**src/rtl/clock_pkg.sv**
```systemverilog
// Shared widths, BCD limits and state encoding for the time-of-day counter.
// Hour limits depend on the 12/24 hour mode.
package clock_pkg;

    localparam int HOURS_W   = 6;
    localparam int MINUTES_W = 7;
    localparam int SECONDS_W = 7;

    localparam logic [SECONDS_W-1:0] BCD_SEC_MAX = 7'h59;
    localparam logic [MINUTES_W-1:0] BCD_MIN_MAX = 7'h59;
    localparam logic [HOURS_W-1:0]   BCD_23      = 6'h23;
    localparam logic [HOURS_W-1:0]   BCD_12      = 6'h12;
    localparam logic [HOURS_W-1:0]   BCD_11      = 6'h11;
    localparam logic [HOURS_W-1:0]   BCD_01      = 6'h01;
    localparam logic [HOURS_W-1:0]   BCD_00      = 6'h00;

    typedef enum logic {
        ST_RUN = 1'b0,
        ST_SET = 1'b1
    } state_t;

    function automatic logic [HOURS_W-1:0] hours_min(int hours_mod);
        return (hours_mod == 12) ? BCD_01 : BCD_00;
    endfunction

    function automatic logic [HOURS_W-1:0] hours_max(int hours_mod);
        return (hours_mod == 12) ? BCD_12 : BCD_23;
    endfunction

    function automatic logic [HOURS_W-1:0] hours_rst(int hours_mod);
        return (hours_mod == 12) ? BCD_12 : BCD_00;
    endfunction

endpackage

```
**src/rtl/bcd_counter_2d.sv**
```systemverilog
// Two-digit BCD counter with configurable min/max/reset values.
// Any out-of-range or non-BCD content wraps to MIN_VAL on the next increment.
module bcd_counter_2d
    import clock_pkg::*;
#(
    parameter int             W       = 7,
    parameter logic [W-1:0]   MAX_VAL = 'h59,
    parameter logic [W-1:0]   MIN_VAL = '0,
    parameter logic [W-1:0]   RST_VAL = '0
) (
    input  logic         i_clk,
    input  logic         i_reset,
    input  logic         i_clear,
    input  logic         i_load,
    input  logic [W-1:0] i_load_val,
    input  logic         i_inc,
    output logic [W-1:0] o_value,
    output logic         o_carry
);

    localparam logic [W-5:0] TENS_ONE = 1;

    logic [3:0]   ones;
    logic [W-5:0] tens;
    logic [W-5:0] tens_inc;
    logic         wrap;
    logic [W-1:0] next_val;

    assign ones     = o_value[3:0];
    assign tens     = o_value[W-1:4];
    assign tens_inc = tens + TENS_ONE;
    assign wrap     = (o_value >= MAX_VAL) || (ones > 4'd9);
    assign o_carry  = i_inc & wrap;

    always_comb begin
        next_val = o_value;
        if (wrap) begin
            next_val = MIN_VAL;
        end else if (ones == 4'd9) begin
            next_val = {tens_inc, 4'd0};
        end else begin
            next_val = {tens, ones + 4'd1};
        end
    end

    always_ff @(posedge i_clk) begin
        if (i_reset) begin
            o_value <= RST_VAL;
        end else if (i_clear) begin
            o_value <= RST_VAL;
        end else if (i_load) begin
            o_value <= i_load_val;
        end else if (i_inc) begin
            o_value <= next_val;
        end
    end

endmodule

```
**src/rtl/clock_time_counter.sv**
```systemverilog
// Time-of-day counter (hh:mm:ss, BCD) with RUN/SET modes.
// SET adjusts hours/minutes independently without carries between fields.
module clock_time_counter
    import clock_pkg::*;
#(
    parameter int HOURS_MOD = 24
) (
    input  logic                 i_clk,
    input  logic                 i_reset,
    input  logic                 i_en,
    input  logic                 i_1hz_stb,
    input  logic                 i_timeset_stb,
    input  logic                 i_set_hours,
    input  logic                 i_set_minutes,
    output logic [HOURS_W-1:0]   o_hours,
    output logic [MINUTES_W-1:0] o_minutes,
    output logic [SECONDS_W-1:0] o_seconds,
    output logic                 o_setting,
    output logic                 o_day_stb
);

    localparam logic [HOURS_W-1:0] H_MIN = hours_min(HOURS_MOD);
    localparam logic [HOURS_W-1:0] H_MAX = hours_max(HOURS_MOD);
    localparam logic [HOURS_W-1:0] H_RST = hours_rst(HOURS_MOD);

    state_t state;

    logic sel;
    logic in_run;
    logic in_set;
    logic enter_set;
    logic run_tick;
    logic set_tick;
    logic sec_inc;
    logic min_inc;
    logic hr_inc;
    logic sec_carry;
    logic min_carry;
    logic hr_carry;
    logic day_wrap;

    assign sel       = i_set_hours | i_set_minutes;
    assign in_run    = (state == ST_RUN);
    assign in_set    = (state == ST_SET);
    assign enter_set = i_en & in_run & sel;
    // Set entry wins over a coincident 1 Hz strobe
    assign run_tick  = i_en & in_run & ~sel & i_1hz_stb;
    assign set_tick  = i_en & in_set & i_timeset_stb;

    assign sec_inc = run_tick;
    assign min_inc = sec_carry | (set_tick & i_set_minutes);
    assign hr_inc  = (in_run & min_carry) | (set_tick & i_set_hours);

    generate
        if (HOURS_MOD == 12) begin : g_day12
            assign day_wrap = sec_carry & min_carry & (o_hours == BCD_11);
        end else begin : g_day24
            assign day_wrap = sec_carry & min_carry & hr_carry;
        end
    endgenerate

    bcd_counter_2d #(
        .W       (SECONDS_W),
        .MAX_VAL (BCD_SEC_MAX),
        .MIN_VAL ('0),
        .RST_VAL ('0)
    ) u_seconds (
        .i_clk      (i_clk),
        .i_reset    (i_reset),
        .i_clear    (enter_set),
        .i_load     (1'b0),
        .i_load_val ('0),
        .i_inc      (sec_inc),
        .o_value    (o_seconds),
        .o_carry    (sec_carry)
    );

    bcd_counter_2d #(
        .W       (MINUTES_W),
        .MAX_VAL (BCD_MIN_MAX),
        .MIN_VAL ('0),
        .RST_VAL ('0)
    ) u_minutes (
        .i_clk      (i_clk),
        .i_reset    (i_reset),
        .i_clear    (1'b0),
        .i_load     (1'b0),
        .i_load_val ('0),
        .i_inc      (min_inc),
        .o_value    (o_minutes),
        .o_carry    (min_carry)
    );

    bcd_counter_2d #(
        .W       (HOURS_W),
        .MAX_VAL (H_MAX),
        .MIN_VAL (H_MIN),
        .RST_VAL (H_RST)
    ) u_hours (
        .i_clk      (i_clk),
        .i_reset    (i_reset),
        .i_clear    (1'b0),
        .i_load     (1'b0),
        .i_load_val ('0),
        .i_inc      (hr_inc),
        .o_value    (o_hours),
        .o_carry    (hr_carry)
    );

    always_ff @(posedge i_clk) begin
        if (i_reset) begin
            state     <= ST_RUN;
            o_setting <= 1'b0;
            o_day_stb <= 1'b0;
        end else if (!i_en) begin
            o_day_stb <= 1'b0;
        end else begin
            o_day_stb <= day_wrap;
            unique case (state)
                ST_RUN: begin
                    if (sel) begin
                        state     <= ST_SET;
                        o_setting <= 1'b1;
                    end
                end
                ST_SET: begin
                    if (!sel) begin
                        state     <= ST_RUN;
                        o_setting <= 1'b0;
                    end
                end
                default: begin
                    state     <= ST_RUN;
                    o_setting <= 1'b0;
                end
            endcase
        end
    end

endmodule
```
**config.mk**
```make
export PLATFORM = sky130hd
export DESIGN_NAME = clock_time_counter
export DESIGN_NICKNAME = d
export VERILOG_FILES = /design/src/rtl/clock_pkg.sv /design/src/rtl/bcd_counter_2d.sv /design/src/rtl/clock_time_counter.sv
export SDC_FILE = /design/constraint.sdc
export NUM_CORES = 1
export LEC_CHECK = 0
export BUFFER_PORTS_ARGS = -buffer_cell sky130_fd_sc_hd__buf_2
export CAP_MARGIN = 30
export CORE_AREA = 2 2 64 66
export DETAILED_ROUTE_END_ITERATION = 12
export DIE_AREA = 0 0 66 68
export PLACE_DENSITY_LB_ADDON = 0.08
export SYNTH_ARGS = -nofsm -noshare
export SYNTH_HDL_FRONTEND = slang
export SYNTH_HIERARCHICAL = 1
export SYNTH_SLANG_ARGS = --single-unit
```
**constraint.sdc**
```tcl
create_clock -name i_clk -period 2.9 [get_ports i_clk]
set_input_delay 0.58 -clock i_clk [delete_from_list [all_inputs] [get_ports i_clk]]
set_output_delay 0.58 -clock i_clk [all_outputs]
set_load 0.03 [all_outputs]
```
After elaboration in Yosys (flattened, before gate mapping):

Index checks and enable logic that the tools add are counted.
Widths: inputs -> output; s select.

* add/subtract/negate cells: 6
* magnitude comparators: 6
* equality and inequality tests: 5
* mux-type cells: 10
* bitwise logic cells: 20
* reduce and logical (&&, ||, !) cells: 12

Operator list (count)
* $mux 7: 4
* $and 1x1->1: 14
* $ge 7x7->1 const B: 2
* $add 4x1->4 const B: 3
* $eq 4x4->1 const B: 3
* $gt 4x4->1 const B: 3
* $mux 6: 2
* $add 3x1->3 const B: 2
* $ge 6x6->1 const B: 1
* $reduce_and 2->1: 3
* $reduce_bool 2->1: 3
* $ne 2x2->1 const B: 2
* $reduce_or 2->1: 2
* $logic_or 1x1->1: 3
* $mux 1: 3
* $not 1->1: 3
* $or 1x1->1: 3
* $reduce_and 3->1: 1
* $add 2x1->2 const B: 1
* $pmux 1 s2: 1

* flip-flop bits (word level): 23
* input bits: 7
* output and inout port bits: 22
* word-level logic and storage cells: 68

Depth between registers and ports, before layout:

* word-level depth: 11
* depth in mapped cells: 15
* depth with buffers taken out: 14

Hierarchy:

The synthesis kept the hierarchy.

Modules (own cells, without submodules)
* bcd_counter_2d at u_minutes ...: times used 2, cells each 66, area an instance 515.5 sq um, seq. area each 140.1 sq um
* bcd_counter_2d at u_hours: times used 1, cells each 57, area an instance 496.7 sq um, seq. area each 120.1 sq um
* clock_time_counter: times used 1, cells each 18, area an instance 165.2 sq um, seq. area each 60.1 sq um

Worst setup path after synthesis:

No wires, ideal clock.

* path type: reg2reg
* from: register u_seconds.o_value[4]
* to: register u_hours.o_value[5]
* library setup time: 0.066 ns
* arrival time: 2.712 ns
* data required time: 2.834 ns
* path slack: 0.121 ns
* stages on the path, launching flop included: 14
* path buffers: 1
* period minus slack after synthesis: 2.779 ns
* cells stage by stage: dfxtp_1 ha_1 nand2_1 or2_0 a31oi_1 a41o_1 inv_1 a31oi_1 inv_1 o21ai_0 clkbuf_1 a21oi_1 a211o_1 a21oi_2

* longest elaborated chain between the ends: 8

Ends and longest elaborated chain
* start: declaration: line bcd_counter_2d.sv:17 `output logic [W-1:0] o_value,`
* start signal: assignment: line bcd_counter_2d.sv:52 `o_value <= i_load_val;`
* start signal: assignment: line bcd_counter_2d.sv:54 `o_value <= next_val;`
* $ge 7x7->1: line bcd_counter_2d.sv:32 `assign wrap = (o_value >= MAX_VAL) || (ones > 4'd9);`
* $logic_or 1x1->1: line bcd_counter_2d.sv:32
* $and 1x1->1: line bcd_counter_2d.sv:33 `assign o_carry = i_inc & wrap;`
* net sec_carry: line clock_time_counter.sv:37 `logic sec_carry;`
* $or 1x1->1: line clock_time_counter.sv:51 `assign min_inc = sec_carry | (set_tick & i_set_minutes);`
* net min_inc: line clock_time_counter.sv:35 `logic min_inc;`
* $and 1x1->1: line bcd_counter_2d.sv:33
* net min_carry: line clock_time_counter.sv:38 `logic min_carry;`
* $and 1x1->1: line clock_time_counter.sv:52 `assign hr_inc = (in_run & min_carry) | (set_tick & i_set_hours);`
* $or 1x1->1: line clock_time_counter.sv:52
* net hr_inc: line clock_time_counter.sv:36 `logic hr_inc;`
* $reduce_and 2->1 (no line)
* end signal: assignment: line bcd_counter_2d.sv:52
* end signal: assignment: line bcd_counter_2d.sv:54
* end: declaration: line bcd_counter_2d.sv:17

The timed path passes the listed nets, and every way through them passes these cells.
A chain may end at the register's enable or synchronous reset.

Worst setup path after layout:

* from: register u_seconds.o_value[4]
* to: register u_hours.o_value[3]

* longest elaborated chain between the ends: 7

Ends and longest elaborated chain (line)
* $ge 7x7->1: bcd_counter_2d.sv:32
* $logic_or 1x1->1: bcd_counter_2d.sv:32
* $and 1x1->1: bcd_counter_2d.sv:33
* net sec_carry: clock_time_counter.sv:37
* $or 1x1->1: clock_time_counter.sv:51
* net min_inc: clock_time_counter.sv:35
* $and 1x1->1: bcd_counter_2d.sv:33
* net min_carry: clock_time_counter.sv:38
* $and 1x1->1: clock_time_counter.sv:52
* $or 1x1->1: clock_time_counter.sv:52
* net hr_inc: clock_time_counter.sv:36

The timed path passes the listed nets, and every way through them passes these cells.

==> results.md <==
- EDFF count, synth: 0
- Area of the multi-input gates: ~1200 sq um
- Fin. max-slew vios: 0
- Die height: 68 microns
- Clock Tree Buf Depth: 2
- Post-route ant nets: 0
- Worst min path class: in -> reg
- Initial DRC count: 118
- Req. time, crit path: 3.07 ns
- Clock sinks: 23
- Initial antenna violation count: 0
- Cells after DPL: around 300
- Sequential fraction of the synthesis area: between 20% and 30%
- Largest net degree at the start of global routing: 15
- Critical Path, Cell by Cell: ha_1 > nand2_1 > or2_0 > a31oi_1 > a41o_1 > inv_1 > a31oi_1 > inv_1 > o21ai_0 > buf_4 > nor3b_1 > a21oi_1 > nor3_1 > a41o_1
- Status: complete, no violations
- Layout Skew: 0.004985 ns
- Cells after synthesis: ~210
- Root buf cell: clkbuf_8
- Layout cell share with drive strength beyond 1: around 22%
- Avg Inst Size Synth: about 8.2 sq um
- Post-cts hold buffer count: 0
- TritonCTS Buffers: 3
- CP Class: reg -> reg
- Largest stage delay on the critical path: roughly 0.41 ns
- Antenna diodes: 0
- Remaining DRCs: 0
- RePlAce Congestion: between 0.7 and 0.8
- Fmax: 0.3861 GHz
- Vias post-DR: 1650
- Final Hold Vio Count: 0
- Max VDD drop: 233.6 uV
- Core region area: 3856 sq um
- Nets: 276
- Vias/cell: 5.288
- Die X: around 66 microns
- TritonCTS clock tree: yes
- Minimum clock period: 2.590 ns
- Initial core utilization: between 40% and 50%
- Row cnt: 23
- Non-filler cells, final: about 310
- Slowest-stage cell, CP: dfxtp_2
- Post-synth ARST share: 0%
- Main flop type after synthesis: dfxtp_1
- Global route overflow: 0
- Fin crit share: 89.32%
- Endpoints failing setup: 0
- First-pass GRT wire length: about 6700 microns
- Worst-path clk slew: 0.09 ns
- Port Buffer Count: 28
- Die area: 4488 sq um
- CP Capture Type: flip-flop
- Worst EP arrival: 2.76 ns
- P_leak: 0.0008463 uW
- FF+latch area: roughly 460 sq um
- Vias in the first global route: 1391
- DR WL/cell: 12.26 microns
- Post-Syn Area: around 1700 sq um
- Library cells used by synthesis: between 50 and 60
- Final setup TNS: 0 ns
- Largest fanout on the critical path: 14
- RSZ-0062 raised after global routing: false
- Overall power: roughly 730 uW
- #FFs+latches synth: 23
- Drt pass-1 iters: 4
- CTS H-tree lvls: 1
- Area grow syn2layout: 18.99%
- Filler Cell Count: between 300 and 400
- Hpwl dp: 2798 microns
- Yosys warns: 6
- Worst skew pair latency: about 0.27 ns
- Final hold slack: between 0.5 and 0.6 ns
- I/O Pins: 29
- Crit path launch type: flip-flop
- Power Density: 361.0 nW/um^2
- Total global-route track usage: 18.70%
- WL final: between 3000 and 4000 microns
- Max cap viols: 0
## final cells by class
type / count / area share (%)
Tap cell: 50 / 3.106
Clock inverter: 1 / 0.2484
Sequential cell: 23 / 22.92
Timing Repair Buffer: 32 / 8.447
Clock buffer: 3 / 2.050
Multi-Input combinational cell: 187 / 60.25
Inverter: 16 / 2.981
## cell families after synthesis
group	count (synthesis)	share of synthesized area, %
compound gates	74	33.63
fa+ha+maj	6	4.434
buf+inv	25	7.317
flops	23	27.20
mux	1	0.5913
other cells	1	0.2215
simple gates	77	26.61
## per-stage QoR
stage	util [%]	instance area, sq um	worst slack, ns
finish	52.24	2014	0.3098
CTS	52.21	2013	0.2169
global placement	51.01	1967	0.2871
global route	52.24	2014	0.009383
detailed placement	51.01	1967	0.1656
floorplan	-	1798	0.1213
## layout by cell type (no fill, tap or decap), types with 3 or more instances in the layout
cell      instances
conb_1           29
buf_2            28
dfxtp_1          22
inv_1            16
nor2_1           15
nand2_1          15
a21oi_1          11
o21ai_0           9
a22oi_1           8
nor3_1            7
ha_1              6
a31oi_1           5
a21oi_2           5
nand4_1           4
buf_4             4
nor3b_1           4
nor2b_1           4
a211oi_1          3
clkbuf_8          3
o31ai_1           3
a221oi_1          3
a211oi_2          3
nand2b_1          3
## state kept, by name, summed over array words and instances (netlist names)
| name | cells |
|---|---|
| u_seconds/o_value | 7 |
| u_minutes/o_value | 7 |
| in_set | 1 |
| o_day_stb | 1 |
| o_setting | 1 |
| u_hours/o_value | 6 |
## repair_timing
item / in CTS / in global routing
setup endpoints to repair: 0 / 5
gates resized for setup: 0 / 1
setup buffers: 0 / 0
## metal layers
metal	GRT usage (%)	wire (microns)	vias up	part of all wire (%)
li1	-	-	859	-
met1	27.14	1946	744	51
met2	28.79	1629	43	43
met3	3.783	227	4	5.9
met4	3.827	23	0	0.60
met5	0	0	-	0
## worst max-delay path: cells and delay by family (launching register included)
family / cells / cell delay, ns
compound gates: 6 / 1.10
fa+ha+maj: 1 / 0.23
buf+inv: 3 / 0.32
flops: 1 / 0.41
simple gates: 4 / 0.42
## Yosys cell counts (4+ instances only)
master	number	share of area, %
dfxtp_1	23	27
inv_1	16	3.5
nand2_1	15	3.3
nor2_1	15	3.3
a21oi_1	11	3.3
o21ai_0	9	2.7
a22oi_1	8	3.5
nor3_1	7	2.1
ha_1	6	4.4
a21oi_2	5	2.6
a31oi_1	5	1.8
clkbuf_1	4	0.89
nand4_1	4	1.5
nor2b_1	4	1.5
nor3b_1	4	1.8
## final timing paths
| check | startpoint | end | slack [ns] | cells past startpoint |
|---|---|---|---|---|
| worst max register to register | u_seconds/o_value[4]$_SDFFE_PP0P_ | u_hours/o_value[3]$_SDFFE_PP0P_ | 0.31 | 14 |
| worst min-delay path | i_reset | o_day_stb$_SDFF_PP0_ | 0.55 | 2 |
| worst max-delay path | u_seconds/o_value[4]$_SDFFE_PP0P_ | u_hours/o_value[3]$_SDFFE_PP0P_ | 0.31 | 14 |
| worst min register to register | u_seconds/o_value[4]$_SDFFE_PP0P_ | u_seconds/o_value[4]$_SDFFE_PP0P_ | 0.56 | 2 |
## power breakdown
| group | internal (uW) | switching (uW) | total [uW] |
|---|---|---|---|
| combinational | 59.6 | 97.4 | 157 |
| sequential | 331 | 28.2 | 359 |
| clock | 96.2 | 115 | 211 |
(Power assumes the default switching activity.)
